==> config.mk <==
export PLATFORM = sky130hd
export DESIGN_NAME = fft_capture
export DESIGN_NICKNAME = d
export VERILOG_FILES = /design/src/rtl/fft_capture.sv
export SDC_FILE = /design/constraint.sdc
export NUM_CORES = 1
export LEC_CHECK = 0
export ABC_AREA = 1
export CORE_MARGIN = 5
export CORE_UTILIZATION = 50
export CTS_BUF_LIST = sky130_fd_sc_hd__clkbuf_16
export CTS_CLUSTER_DIAMETER = 30
export DETAILED_ROUTE_END_ITERATION = 10
export GPL_TIMING_DRIVEN = 0
export PLACE_DENSITY_LB_ADDON = 0.12
export REMOVE_ABC_BUFFERS = 1
export SYNTH_ARGS = -nofsm -noshare
export SYNTH_HDL_FRONTEND = slang
export SYNTH_SLANG_ARGS = --single-unit
==> constraint.sdc <==
create_clock -name clk -period 3 [get_ports clk]
set_clock_uncertainty 0.05 [all_clocks]
set_input_delay 0.75 -clock clk [delete_from_list [all_inputs] [get_ports clk]]
set_output_delay 0.75 -clock clk [all_outputs]
set_load 0.05 [all_outputs]
==> src/rtl/fft_capture.sv <==
// fft_capture: packs a streaming FFT frame into the channel-1 FFT RAM and
// holds the stored frame until the peak-bin detector has read it back.
module fft_capture #(
    parameter int NPOINTS = 2048,
    parameter int ADDR_W  = 11,
    parameter int DATA_W  = 14
) (
    input  logic                  clk,
    input  logic                  reset,
    input  logic                  sink_valid,
    input  logic                  sink_sop,
    input  logic                  sink_eop,
    input  logic [DATA_W-1:0]     sink_real,
    input  logic [DATA_W-1:0]     sink_imag,
    output logic                  sink_ready,
    input  logic                  detectdone,
    output logic [ADDR_W-1:0]     ramaddr,
    output logic [2*DATA_W-1:0]   ramdata,
    output logic                  ramwren,
    output logic                  fftdone,
    output logic                  frame_err,
    output logic [7:0]            frame_count
);

    typedef enum logic [1:0] {IDLE, CAPTURE, HOLD} state_t;

    localparam logic [ADDR_W-1:0] LAST = ADDR_W'(NPOINTS - 1);

    state_t              state;
    logic [ADDR_W-1:0]   cnt;
    logic                dd_q;
    logic                done_pend;
    logic                take;
    logic                rise;
    logic [2*DATA_W-1:0] beat;

    assign take = sink_valid && sink_ready;
    assign rise = detectdone && !dd_q;
    assign beat = {sink_real, sink_imag};

    always_ff @(posedge clk or negedge reset) begin
        if (!reset) begin
            state       <= IDLE;
            cnt         <= '0;
            dd_q        <= 1'b0;
            done_pend   <= 1'b0;
            sink_ready  <= 1'b0;
            ramaddr     <= '0;
            ramdata     <= '0;
            ramwren     <= 1'b0;
            fftdone     <= 1'b0;
            frame_err   <= 1'b0;
            frame_count <= '0;
        end else begin
            dd_q      <= detectdone;
            ramwren   <= 1'b0;
            frame_err <= 1'b0;
            unique case (state)
                IDLE: begin
                    sink_ready <= 1'b1;
                    if (take && sink_sop) begin
                        ramwren <= 1'b1;
                        ramaddr <= '0;
                        ramdata <= beat;
                        cnt     <= ADDR_W'(1);
                        state   <= CAPTURE;
                    end
                end
                CAPTURE: begin
                    if (take) begin
                        ramwren <= 1'b1;
                        ramdata <= beat;
                        // A fresh sop always wins: restart at bin 0.
                        if (sink_sop) begin
                            ramaddr   <= '0;
                            cnt       <= ADDR_W'(1);
                            frame_err <= 1'b1;
                        end else begin
                            ramaddr <= cnt;
                            if (cnt == LAST) begin
                                cnt <= '0;
                                if (sink_eop) begin
                                    sink_ready <= 1'b0;
                                    done_pend  <= 1'b1;
                                    state      <= HOLD;
                                end else begin
                                    frame_err <= 1'b1;
                                    state     <= IDLE;
                                end
                            end else if (sink_eop) begin
                                cnt       <= '0;
                                frame_err <= 1'b1;
                                state     <= IDLE;
                            end else begin
                                cnt <= cnt + ADDR_W'(1);
                            end
                        end
                    end
                end
                HOLD: begin
                    sink_ready <= 1'b0;
                    // fftdone follows the final write by one cycle.
                    if (done_pend) begin
                        done_pend   <= 1'b0;
                        fftdone     <= 1'b1;
                        frame_count <= frame_count + 8'd1;
                    end else if (rise) begin
                        fftdone    <= 1'b0;
                        ramaddr    <= '0;
                        sink_ready <= 1'b1;
                        state      <= IDLE;
                    end
                end
                default: state <= IDLE;
            endcase
        end
    end

endmodule

==> metrics <==
floorplan die area=around 7600 µm²; share of cells above drive strength 1=around 6.2%; Inserted Clock Buffers=9; register area share after synthesis=55.4%; run status=finished, final reports clean; reg-to-reg endpoint=state[1]; Max VDD drop=~630 µV; worst reg2reg setup slack=~0.98 ns; largest fanout of any net on the critical path=35; most common library cell in the layout ignoring fill and taps=sky130_fd_sc_hd__nand2_1; clock network latency to the later pin of the worst-skew pair=between 0.3 and 0.4 ns; Pins Over Slew Limit=0; FF+latch area=1650 µm²; total vias in the final route=~2600; area of the core=approximately 5900 µm²; chip height=~87 µm; largest net degree at the start of global routing=67; Worst Hold Path EP=ramdata[12]; top layer reached by signal wires=met4; GRT overflow=0; aggregate routed wire length=roughly 7100 µm; Final Setup Violations=0; series of cell instances along the critical path=clkdlybuf4s50_1 -> o211ai_4 -> buf_12 -> nand2_1 -> nand3_1 -> nand2_1; Critical Path Start Type=input pin; total of buffers placed on input and output ports=84; global-route wire length before repair=roughly 12000 µm; RSZ-0062 raised after global routing=false; Net count, final=between 400 and 500; deepest level of the CTS H-tree=3; worst hold path cell count=2; multi-input logic area=1180 µm²; final core utilization=71.2%; Pre-Repair DR Iteration Count=4; worst-margin pin slew=0.844 ns; endpoint class of the critical path=register; WL met3=~470 µm; post-CTS setup buffers=0; type of the worst setup path=input pin to register; final hold vios=0; starting density of the core=between 50% and 60%; gate count of the mapped netlist=around 360; number of warning messages in the yosys log=0; HP Start=ramdata[12]; most used cell along the critical path=sky130_fd_sc_hd__nand2_1; leakage power figure=between 2 and 2.5 nW; Placed Instances=510; shortest clock period the worst path allows after layout=between 2 and 2.5 ns; worst flop-to-flop path startpoint=cnt[0]; drt initial violations=130; number of flip-flops and latches in the synthesized netlist=66; average wire per cell in the routed design=between 10 and 15 µm; TritonCTS clock tree=yes; PostCTS Resize Cnt=0; clock-pin slew of the registers on the worst-case setup and hold paths=approximately 0.060 ns; fillcell total=450; P per Cell Area=~980 nW/µm²; I/O pins=85; routed length on met1=3020 µm; CTS Hold Bufs=0; width of the die=approximately 87 µm; deepest clock path buffer count=2; path category of the worst min-delay check=register to register; critical path data arrival time=2.58 ns; number of diodes added for antenna fixing=0; number of routed nets with antenna violations=0; Routed met2 length=around 3500 µm; vias in the first global route=approximately 2500; number of DRC violations after detailed routing=0; TNS Setup=0 ns; share of the clock period used by the worst path after layout=roughly four fifths; total power=approximately 0.004 W; Required @ worst endpoint=approximately 3.2 ns; synthesized cell area=roughly 3000 µm²; synthesized area per cell=a little over 8 µm²; area added between synthesis and finish=39.8%; most frequent cells in the layout=151 x sky130_fd_sc_hd__nand2_1, 83 x sky130_fd_sc_hd__clkdlybuf4s50_1, 66 x sky130_fd_sc_hd__dfrtp_1; worst slew margin relative to its limit=between 40 and 50%; Sink Count=66; CTS Root Cell=sky130_fd_sc_hd__clkbuf_16; cell type of the slowest stage on the worst timing path=sky130_fd_sc_hd__clkdlybuf4s50_1; critical path's top delay family=buffers and inverters; maximum operating frequency=just over 400 MHz; max incr delay on CP=about 0.6 ns; vias per std cell=between 4 and 5; number of antenna violations at the first check in global routing=0; number of standard cells in the layout, taps in and fillers out=about 530; number of cells on the worst reg-to-reg path=8; hold_ws=approximately 0.42 ns; last weighted congestion value of the routability-driven placer=0.889; total buffers and inverters traversed by the critical path=2; placed wire-length estimate=roughly 4800 µm; Synth cell types=25; Max-Cap Viols=0; total routing usage reported by global routing=between 15 and 20%; standard-cell row count=28
## through the flow
| stage | area, µm² | setup slack, ns |
|---|---|---|
| 2_1_floorplan | 2920 | 0.538 |
| 3_3_place_gp | 3850 | -1.11 |
| 3_5_place_dp | 3880 | 0.248 |
| 4_1_cts | 4170 | 0.571 |
| 5_1_grt | 4170 | 0.381 |
| 6_report | 4170 | 0.572 |
## kinds of logic after synthesis
family                     share of synthesized area (%)
AOI/OAI and AO/OA                                   2.52
buffers and inverters                               5.21
xor gates and xnor gates                            1.18
and+or+nand+nor                                     33.6
DFF                                                 55.4
muxes                                              0.378
adders and majority gates                           1.68
## how the worst max path moves through the flow
| stage | from | endpoint | slack, ns | cells after the start |
|---|---|---|---|---|
| after detailed placement | sink_sop | ramaddr[4] | 0.25 | 6 |
| after global routing | detectdone | ramaddr[4] | 0.38 | 7 |
| after CTS | sink_sop | ramaddr[1] | 0.57 | 6 |
| after floorplan | sink_sop | ramaddr[0] | 0.54 | 4 |
| final | sink_sop | ramaddr[9] | 0.57 | 6 |
| after global placement | reset | ramdata[1] | -1.11 | 1 |
## power breakdown
group	internal [W]	total, W	switching [W]
sequential	0.00113	0.00128	0.000154
clock	0.000634	0.00101	0.000375
combinational	0.000558	0.00181	0.00126
total	0.00232	0.00410	0.00178
## layer usage
metal,track usage (%),up-vias
li1,-,1307
met1,25.0,1200
met2,32.1,64
met3,5.68,8
met4,7.39,0
met5,0,-
## sequential cells by signal, indices dropped and copies added (netlist names), 2 cells and up
signal,flops
cnt,11
state,2
ramdata,28
ramaddr,11
frame_count,8
## final cells by class
type / count / share of cell area, %
clock buffer: 9 / 5.41
clock inverter: 7 / 1.47
inverter: 25 / 2.25
multi-input combinational: 259 / 28.4
sequential: 66 / 39.6
tap: 75 / 2.25
timing repair buffer: 85 / 20.6
## synthesized netlist by cell type
| library cell | count | area, µm² |
|---|---|---|
| sky130_fd_sc_hd__inv_2 | 2 | 7.51 |
| sky130_fd_sc_hd__clkbuf_1 | 4 | 15.0 |
| sky130_fd_sc_hd__nand3_1 | 44 | 220 |
| sky130_fd_sc_hd__a21oi_1 | 3 | 15.0 |
| sky130_fd_sc_hd__dfrtp_1 | 66 | 1650 |
| sky130_fd_sc_hd__inv_1 | 23 | 86.3 |
| sky130_fd_sc_hd__nor3_1 | 2 | 10.0 |
| sky130_fd_sc_hd__mux2_2 | 1 | 11.3 |
| sky130_fd_sc_hd__o31ai_1 | 1 | 7.51 |
| sky130_fd_sc_hd__ha_1 | 4 | 50.1 |
| sky130_fd_sc_hd__nor2_2 | 1 | 6.26 |
| sky130_fd_sc_hd__nor3_2 | 1 | 10.0 |
| sky130_fd_sc_hd__o211ai_2 | 1 | 12.5 |
| sky130_fd_sc_hd__nand2_4 | 2 | 22.5 |
| sky130_fd_sc_hd__nor2_4 | 2 | 22.5 |
| sky130_fd_sc_hd__nand2_1 | 151 | 567 |
| sky130_fd_sc_hd__nand2_2 | 1 | 6.26 |
| sky130_fd_sc_hd__buf_6 | 1 | 11.3 |
| sky130_fd_sc_hd__xnor2_1 | 3 | 26.3 |
| sky130_fd_sc_hd__buf_2 | 7 | 35.0 |
| sky130_fd_sc_hd__nor3b_1 | 1 | 7.51 |
| sky130_fd_sc_hd__nand4_1 | 4 | 25.0 |
| sky130_fd_sc_hd__o21ai_0 | 8 | 40.0 |
| sky130_fd_sc_hd__nor2_1 | 28 | 105 |
| sky130_fd_sc_hd__xor2_1 | 1 | 8.76 |
## tightest hold or removal path, stage by stage (launching register included)
cell                      delay (ns)
sky130_fd_sc_hd__dfrtp_1        0.34
sky130_fd_sc_hd__nand2_1        0.05
sky130_fd_sc_hd__nand2_1        0.05
(Power assumes the default switching activity.)
